==> config.mk <==
export PLATFORM = sky130hd
export DESIGN_NAME = card_datapath
export DESIGN_NICKNAME = d
export VERILOG_FILES = /design/src/rtl/card_datapath.sv
export SDC_FILE = /design/constraint.sdc
export NUM_CORES = 1
export LEC_CHECK = 0
export ABC_AREA = 1
export BUFFER_PORTS_ARGS = -buffer_cell sky130_fd_sc_hd__buf_2
export CORE_ASPECT_RATIO = 0.75
export CORE_MARGIN = 4
export CORE_UTILIZATION = 55
export CTS_CLUSTER_SIZE = 10
export DETAILED_ROUTE_END_ITERATION = 10
export HOLD_SLACK_MARGIN = 0.15
export PLACE_DENSITY = 0.79
export REMOVE_ABC_BUFFERS = 1
export SYNTH_ARGS = -nofsm -noshare
export SYNTH_HDL_FRONTEND = slang
export SYNTH_SLANG_ARGS = --single-unit
==> constraint.sdc <==
create_clock -name slow_clock -period 6.1 [get_ports slow_clock]
set_input_delay 1.22 -clock slow_clock [delete_from_list [all_inputs] [get_ports slow_clock]]
set_output_delay 1.22 -clock slow_clock [all_outputs]
set_load 0.01 [all_outputs]
==> src/rtl/card_datapath.sv <==
// ----------------------------------------------------------------------------
// card_datapath
//
// Card-slot datapath for a baccarat-style dealer. A free-running card source
// counter cycles through 1..13 (A..K). When the dealing state machine pulses
// one slot strobe, that slot captures the counter's value. Each slot captures
// only once until reset. Hand scores are the sum of the card point values,
// taken mod 10.
//
// Ports
//   slow_clock                    : clock; all state updates on its rising edge
//   reset                         : synchronous, active-high reset
//   load_pcard1..3                : player slot capture strobes
//   load_dcard1..3                : dealer slot capture strobes
//   pcard1..3, dcard1..3  [3:0]   : registered cards (0 = empty, 1..13 = A..K)
//   pscore, dscore        [3:0]   : hand scores 0..9 (combinational from slots)
//   cards_dealt           [2:0]   : successful loads since reset, saturates at 6
//   load_error                    : sticky flag for an illegal strobe pattern
// ----------------------------------------------------------------------------
module card_datapath (
    input  logic       slow_clock,
    input  logic       reset,
    input  logic       load_pcard1,
    input  logic       load_pcard2,
    input  logic       load_pcard3,
    input  logic       load_dcard1,
    input  logic       load_dcard2,
    input  logic       load_dcard3,
    output logic [3:0] pcard1,
    output logic [3:0] pcard2,
    output logic [3:0] pcard3,
    output logic [3:0] dcard1,
    output logic [3:0] dcard2,
    output logic [3:0] dcard3,
    output logic [3:0] pscore,
    output logic [3:0] dscore,
    output logic [2:0] cards_dealt,
    output logic       load_error
);

    // Slot index order: 0..2 = player cards 1..3, 3..5 = dealer cards 1..3.
    logic [5:0][3:0] slot_q, slot_d;
    logic [3:0]      src_q, src_d;
    logic [2:0]      dealt_q, dealt_d;
    logic            err_q, err_d;

    logic [5:0] strobe;
    logic [5:0] strobe_m1;
    logic       multi_strobe;
    logic       single_strobe;

    assign strobe = {load_dcard3, load_dcard2, load_dcard1,
                     load_pcard3, load_pcard2, load_pcard1};

    // Clearing the lowest set bit leaves something only if two or more bits
    // were set.
    assign strobe_m1     = strobe - 6'd1;
    assign multi_strobe  = (strobe & strobe_m1) != 6'd0;
    assign single_strobe = (strobe != 6'd0) && !multi_strobe;

    always_comb begin
        src_d   = (src_q == 4'd13) ? 4'd1 : src_q + 4'd1;
        slot_d  = slot_q;
        dealt_d = dealt_q;
        err_d   = err_q;
        if (multi_strobe) begin
            err_d = 1'b1;
        end else if (single_strobe) begin
            for (int i = 0; i < 6; i++) begin
                if (strobe[i]) begin
                    if (slot_q[i] == 4'd0) begin
                        // Capture the value the counter held before this edge.
                        slot_d[i] = src_q;
                        if (dealt_q != 3'd6) begin
                            dealt_d = dealt_q + 3'd1;
                        end
                    end else begin
                        err_d = 1'b1;
                    end
                end
            end
        end
    end

    always_ff @(posedge slow_clock) begin
        if (reset) begin
            slot_q  <= '0;
            src_q   <= 4'd1;
            dealt_q <= 3'd0;
            err_q   <= 1'b0;
        end else begin
            slot_q  <= slot_d;
            src_q   <= src_d;
            dealt_q <= dealt_d;
            err_q   <= err_d;
        end
    end

    // Point value: ten and the face cards count as zero, as does an empty slot.
    function automatic logic [4:0] card_value(input logic [3:0] card);
        return (card <= 4'd9) ? {1'b0, card} : 5'd0;
    endfunction

    logic [4:0] psum;
    logic [4:0] dsum;
    logic [4:0] pmod;
    logic [4:0] dmod;

    // Worst case 9+9+9 = 27 fits in 5 bits.
    assign psum = card_value(slot_q[0]) + card_value(slot_q[1]) + card_value(slot_q[2]);
    assign dsum = card_value(slot_q[3]) + card_value(slot_q[4]) + card_value(slot_q[5]);
    assign pmod = psum % 5'd10;
    assign dmod = dsum % 5'd10;

    assign pcard1      = slot_q[0];
    assign pcard2      = slot_q[1];
    assign pcard3      = slot_q[2];
    assign dcard1      = slot_q[3];
    assign dcard2      = slot_q[4];
    assign dcard3      = slot_q[5];
    assign pscore      = pmod[3:0];
    assign dscore      = dmod[3:0];
    assign cards_dealt = dealt_q;
    assign load_error  = err_q;

endmodule

==> results_dict.tcl, run 1 <==
set metrics [dict create \
    post_route_cells_drive_above_1_share_pct 15.7 \
    vias 2373 \
    drt_pre_antenna_iters 6 \
    cts_max_level 2 \
    synth.area.mux_share_pct 0 \
    postSynthRegisterBits 32 \
    worst_path_dominant_cell_family "adder cells" \
    fp.dieW_um 83.7 \
    post_synth_inst_count 345 \
    synth_edf_count 0 \
    yosys_warnings 0 \
    synth_common_cells "nand2_1, inv_1, nor2_1, dfxtp_1, o21ai_0" \
    antenna_found_initial 0 \
    synthDominantAreaCellType "dfxtp_1" \
    antenna_cells_inserted 0 \
    report.final.slew_viol_count 0 \
    synth-compound-area-share_pct 14.1 \
    wl_met1_um 2800 \
    place_area_sq_mm 0.00264 \
    hold_removal_path_class "reg -> reg" \
    clkSinkCount 32 \
    status "completed" \
    core_region_area_sq_mm 0.00410 \
    chipHeight_um 64.8 \
    postLayoutCellArea_sq_mm 0.00275 \
    synth_top_family_by_area "simple AND/OR/NAND/NOR gates" \
    worstSkewPairLatency_ps 280 \
    viasPerCell 5.29 \
    syn_area_sq_mm 0.00237 \
    finish.utilization_pct 67.1 \
    setup-tns-final_ps 0 \
    io_pins 44 \
    detailedPlacementHpwl_um 4590 \
    dr.first_iter.drc_count 234 \
    synth_top_area_share_pct 27.1 \
    setup.worst_path.end_class "output pin" \
    critical_path_s_largest_stage_delay_ps 440 \
    dr.max_layer_used "met4" \
    synth.yosys.seq_area_share_pct 27.1 \
    die_area_sq_mm 0.00543 \
    crit_cells 19 \
    wire_length_of_the_first_global_routing_pass_um 10000 \
    grt_setup_unrepaired "no" \
    critical_path.max_fanout 6 \
    register_clock_pin_slew_on_the_reported_worst_setup_and_hold_paths_ps 70 \
    synth.distinct_cells 25 \
    mean_cell_area_of_the_mapped_netlist_sq_um 6.86 \
    floorplan.initialDensity_pct 57.7 \
    period_needed_ps 5270 \
    crit_required_ps 4880 \
    final_nets 427 \
    drtAntennaViolNets 0 \
    design_power_total_mw 0.523 \
    max-slew-margin-rel_pct 62.6 \
    timing.hold.worst_path_depth 2 \
    crit_path_cell_trace "nor2_1, nor2_1, nor2_1, fa_1, ha_1, fa_1, xnor2_1, ha_1, inv_1, nand2_1, nand3_1, and2_1, ha_1, nor2_1, nand3_1, nand2_1, nand2_1, xor2_1, buf_2" \
    finalHoldViolCount 0 \
    clock_skew_ps 1.83 \
    critical_path_arrival_ps 4050 \
    wl_um 5770 \
    timing.critical_path.slowest_stage_cell "fa_1" \
    tritoncts "done" \
    met3_wirelength_um 544 \
    tritoncts.num_buffers 5 \
    layout_cells_excl_fill 449 \
    fin_crit_sh_pct 86.3 \
    worst_setup_start_kind "flop" \
    wire_per_inst_um 12.9 \
    area_fraction_in_and_or_nand_and_nor_cells_after_synthesis_pct 30.4 \
    ctsRootBufferMaster "clkbuf_8" \
    max_slew.worst_pin.slew_ps 560 \
    synth-xor-area-share_pct 2.59 \
    grt_use_total_pct 22.8 \
    criticalPathCategory "reg -> out" \
    reported_leakage_power_nw 1.44 \
    setup_viol 0 \
    std_cell_rows 20 \
    maximum_number_of_pins_on_one_net_before_global_route_repair 20 \
    predominant_post_synthesis_flop_cell "dfxtp_1" \
    globalplace.congestion 0.875 \
    post_cts_hold_buffer_count 0 \
    area_growth_syn_to_layout_pct 16.4 \
    asyncSetResetFlopFracSynth_pct 0 \
    synth.top_cells.by_area "dfxtp_1, nand2_1, fa_1" \
    cts-resized-gates 0 \
    placement.io_buffers 43 \
    clock_path_buffers 2 \
    met2WireLength_um 2370 \
    cp_common_cell "nor2_1" \
    peak_freq_ghz 0.190 \
    gr-total-overflow 0 \
    power_density_mw_per_mm2 190 \
    grt_pass1_vias 2190 \
    post_cts_setup_bufs 0 \
    critPathBufInv 2 \
    vdd_ir_drop_max_uv 145 \
    worst-r2r-cell-count 10 \
    adder_and_majority_cell_fraction_of_the_synthesized_area_pct 16.9 \
    max_cap_violations 0 \
    yosys.cell_count.top_type "nand2_1" \
    post-route-drc-count 0 \
    post-place-cells 441 \
]
-- flip-flops by register name, indices dropped and copies added, names as in the netlist --
register / cells
cards_dealt: 3
dcard1: 4
dcard2: 4
dcard3: 4
load_error: 1
pcard1: 4
pcard2: 4
pcard3: 4
src_q: 4
-- where the power goes --
part / switching (mW) / total (mW) / internal (mW)
registers: 0.00935 / 0.225 / 0.216
clock network: 0.0799 / 0.201 / 0.121
logic: 0.0622 / 0.0968 / 0.0346
total: 0.151 / 0.523 / 0.371
-- area by class of cell --
cell class	instances	area, sq um
Multi-Input combinational cell	257	1510
Fill cell	352	1350
Sequential cell	32	641
Timing Repair Buffer	43	215
Inverter	54	204
Clock buffer	5	68.8
Tap cell	55	68.8
Clock inverter	3	42.5
-- worst min-delay path, delay by kind of cell (launching register included) --
kind	cells	cell delay [ps]
AO/OA/AOI/OAI	1	60
flip-flops	1	320
buffers and inverters	1	60
-- cells by family after synthesis --
| family | count (synthesis) |
|---|---|
| DFF | 32 |
| buffers and inverters | 56 |
| AOI/OAI and AO/OA | 62 |
| adders and majority gates | 26 |
| xor gates and xnor gates | 7 |
| and+or+nand+nor | 162 |
-- path summary, 6_finish.rpt --
kind              slack (ps)                          end                        start
setup / recovery         830                    pscore[1]       pcard2[1]$_SDFFE_PP0P_
hold / removal           490       dcard3[1]$_SDFFE_PP0P_       dcard3[1]$_SDFFE_PP0P_
setup reg to reg        4240  cards_dealt[0]$_SDFFE_PP0P_  cards_dealt[0]$_SDFFE_PP0P_
hold reg to reg          490       dcard3[1]$_SDFFE_PP0P_       dcard3[1]$_SDFFE_PP0P_
-- cells in the final DEF (no fill, tap or decap) --
| cell type | netlist | layout |
|---|---|---|
| a211oi_4 | 1 | 1 |
| a21oi_1 | 28 | 28 |
| a31oi_1 | 2 | 2 |
| and2_1 | 1 | 1 |
| buf_2 | 0 | 43 |
| bufinv_16 | 0 | 1 |
| clkbuf_8 | 0 | 5 |
| clkinv_2 | 1 | 2 |
| clkinvlp_4 | 0 | 1 |
| dfxtp_1 | 32 | 32 |
| fa_1 | 10 | 10 |
| ha_1 | 16 | 16 |
| inv_1 | 53 | 53 |
| nand2_1 | 74 | 74 |
| nand2_2 | 1 | 1 |
| nand3_1 | 19 | 19 |
| nand3_4 | 2 | 2 |
| nand4_1 | 7 | 7 |
| nor2_1 | 49 | 49 |
| nor2_2 | 2 | 2 |
| nor2_4 | 3 | 3 |
| nor3_1 | 3 | 3 |
| nor3_2 | 1 | 1 |
| o21a_1 | 1 | 1 |
| o21ai_0 | 29 | 29 |
| o31ai_1 | 1 | 1 |
| xnor2_1 | 4 | 4 |
| xor2_1 | 3 | 3 |
-- layer usage --
layer  GRT usage, %  vias to the layer above
li1               -                     1206
met1           32.0                     1060
met2           34.5                       98
met3           5.59                        9
met4           7.23                        0
met5              0                        -
-- per-stage QoR --
stage | hold slack, ps | setup WS (ps)
global placement | 475 | 1320
detailed placement | 477 | 1160
global route | 521 | 382
CTS | 488 | 848
floorplan | 456 | 1420
finish | 487 | 833
No activity file was read; power rests on OpenSTA's default activity.
==> run 2: changes to the inputs <==
--- a/config.mk
+++ b/config.mk
@@ -6,14 +6,14 @@
 export NUM_CORES = 1
 export LEC_CHECK = 0
 export ABC_AREA = 1
-export BUFFER_PORTS_ARGS = -buffer_cell sky130_fd_sc_hd__buf_2
 export CORE_ASPECT_RATIO = 0.75
 export CORE_MARGIN = 4
 export CORE_UTILIZATION = 55
 export CTS_CLUSTER_SIZE = 10
 export DETAILED_ROUTE_END_ITERATION = 10
+export DONT_BUFFER_PORTS = 1
 export HOLD_SLACK_MARGIN = 0.15
-export PLACE_DENSITY = 0.79
+export PLACE_DENSITY = 0.7
 export REMOVE_ABC_BUFFERS = 1
 export SYNTH_ARGS = -nofsm -noshare
 export SYNTH_HDL_FRONTEND = slang
==> run 2 against run 1 <==
Total power decreased by 1.7%. Largest cell class unchanged. Clock power about the same. Fmax decreased by 1.4%. Via count decreased by 9.7%. Sequential cell count unchanged. Utilization decreased by 5.3 points. Critical path depth decreased by 1. Register-to-register slack got worse by 80 ps. Combinational power decreased by 16%. Global-route usage decreased by 0.072 points.
==> results_dict.tcl, run 2 (synthesis results as in run 1) <==
set metrics [dict create \
    status "completed" \
    worstSkewPairLatency_ps 290 \
    dr.first_iter.drc_count 217 \
    grt_pass1_vias 1988 \
    die_area_sq_mm 0.00543 \
    grt_use_total_pct 22.7 \
    worst-r2r-cell-count 10 \
    globalplace.congestion 0.867 \
    ctsRootBufferMaster "clkbuf_8" \
    post-route-drc-count 0 \
    fp.dieW_um 83.7 \
    critical_path_arrival_ps 4120 \
    wire_length_of_the_first_global_routing_pass_um 9880 \
    setup-tns-final_ps 0 \
    setup_slack_of_the_most_critical_reg_to_reg_path_ps 4160 \
    rr_endpoint "cards_dealt[2]$_SDFFE_PP0P_" \
    floorplan.initialDensity_pct 57.7 \
    n_fill_cell 402 \
    final_common_cell "nand2_1" \
    crit_required_ps 4880 \
    vias 2142 \
    worst_setup_path_endpoint "pscore[2]" \
    post_cts_setup_bufs 0 \
    vdd_ir_drop_max_uv 141 \
    worst_setup_start_kind "flop" \
    reported_leakage_power_nw 1.22 \
    grt_setup_unrepaired "no" \
    report.final.slew_viol_count 0 \
    maximum_number_of_pins_on_one_net_before_global_route_repair 20 \
    period_needed_ps 5340 \
    max_cap_violations 0 \
    peak_freq_ghz 0.187 \
    timing.critical_path.slowest_stage_cell "fa_1" \
    viasPerCell 5.28 \
    finalHoldViolCount 0 \
    clock_network_fraction_of_total_power_pct 39.7 \
    clock_path_buffers 2 \
    area_growth_syn_to_layout_pct 7.14 \
    finish.utilization_pct 61.8 \
    sw_frac_of_total_pct 28.9 \
    tritoncts.num_buffers 5 \
    drtAntennaViolNets 0 \
    final_nets 384 \
    io_pins 44 \
    max-slew-margin-rel_pct 63.2 \
    post_cts_hold_buffer_count 0 \
    power_density_mw_per_mm2 203 \
    fin_crit_sh_pct 87.6 \
    setup.worst_path.end_class "output pin" \
    p_int_mw 0.365 \
    post_route_cells_drive_above_1_share_pct 5.13 \
    criticalPathCategory "reg -> out" \
    detailedPlacementHpwl_um 4590 \
    wire_per_inst_um 14.3 \
    cp_common_cell "nor2_1" \
    antenna_cells_inserted 0 \
    total_switching_power_mw 0.149 \
    design_power_total_mw 0.514 \
    setup_viol 0 \
    p_comb_share_pct 15.8 \
    power_frac_seq_pct 44.5 \
    gr-total-overflow 0 \
    wl_um 5810 \
    cts_max_level 2 \
    critical_path_s_largest_stage_delay_ps 450 \
    tritoncts "done" \
    chipHeight_um 64.8 \
    critical_path.startpoint "pcard2[1]$_SDFFE_PP0P_" \
    placement.io_buffers 0 \
    drt_pre_antenna_iters 5 \
    cts-resized-gates 0 \
    mostFrequentLayoutCells "nand2_1, inv_1, nor2_1" \
    core_region_area_sq_mm 0.00410 \
    std_cell_rows 20 \
    crit_path_cell_trace "nor2_1, nor2_1, nor2_1, fa_1, ha_1, fa_1, xnor2_1, ha_1, inv_1, nand2_1, nand3_1, and2_1, ha_1, nor2_1, nand3_1, nand2_1, nand2_1, o21ai_0" \
    max_slew.worst_pin.slew_ps 552 \
    critical_path.max_fanout 6 \
    clock_skew_ps 4.35 \
    hold_removal_path_class "reg -> reg" \
    register_clock_pin_slew_on_the_reported_worst_setup_and_hold_paths_ps 70 \
    worstReg2RegStart "cards_dealt[0]$_SDFFE_PP0P_" \
    clkSinkCount 32 \
    antenna_found_initial 0 \
]
-- run 2: cell count changes in the layout (fill, tap and decap cells not counted) --
cell	previous run	this run
clkinvlp_4	1	0
clkbuf_1	0	1
buf_2	43	0
-- run 2: metal layers --
metal  vias to the layer above  track usage, %  routed length [um]
met1                       954            34.2                2970
li1                       1117               -                   -
met2                        65            31.7                2360
met3                         6            5.97                 438
met4                         0            6.22                  48
met5                         -               0                   0
-- run 2: worst min path at each step --
stage	from	slack [ps]	end	cells after the start
floorplan	src_q[3]$_SDFF_PP0_	460	dcard3[3]$_SDFFE_PP0P_	2
global placement	src_q[3]$_SDFF_PP0_	510	dcard3[3]$_SDFFE_PP0P_	2
finish	src_q[3]$_SDFF_PP0_	520	dcard3[3]$_SDFFE_PP0P_	2
detailed placement	src_q[3]$_SDFF_PP0_	510	dcard3[3]$_SDFFE_PP0P_	2
CTS	src_q[3]$_SDFF_PP0_	520	dcard3[3]$_SDFFE_PP0P_	2
global route	src_q[3]$_SDFF_PP0_	550	dcard3[3]$_SDFFE_PP0P_	2
-- run 2: per-stage QoR --
step / std cells / hold slack [ps] / cell area, sq um / worst slack [ps]
floorplan: 343 / 456 / 2360 / 1420
global placement: 398 / 514 / 2430 / 1200
detailed placement: 398 / 511 / 2430 / 1070
CTS: 406 / 521 / 2530 / 759
global route: 406 / 552 / 2530 / 386
finish: 406 / 520 / 2530 / 759
-- run 2: power by group through the flow --
stage                     combinational [mW]  sequential, mW  clock (mW)
after floorplan                       0.0653           0.229           0
after global placement                0.0790           0.233           0
after detailed placement              0.0800           0.233           0
after CTS                             0.0810           0.228       0.206
after global routing                  0.0931           0.230       0.220
final                                 0.0813           0.228       0.204
-- run 2: worst max-delay path, delay by kind of cell (launching register included) --
| family | cells | cell delay (ps) |
|---|---|---|
| fa+ha+maj | 5 | 1450 |
| simple gates | 10 | 1330 |
| flops | 1 | 370 |
| compound gates | 1 | 360 |
| xor+xnor | 1 | 290 |
| buf+inv | 1 | 40 |
-- run 2: area by class of cell --
cell class	instances	area [sq um]	share of cell area, %
Clock buffer	6	72.6	2.86
Multi-Input combinational cell	257	1510	59.7
Tap cell	55	68.8	2.71
Sequential cell	32	641	25.3
Inverter	54	204	8.05
Clock inverter	2	35.0	1.38
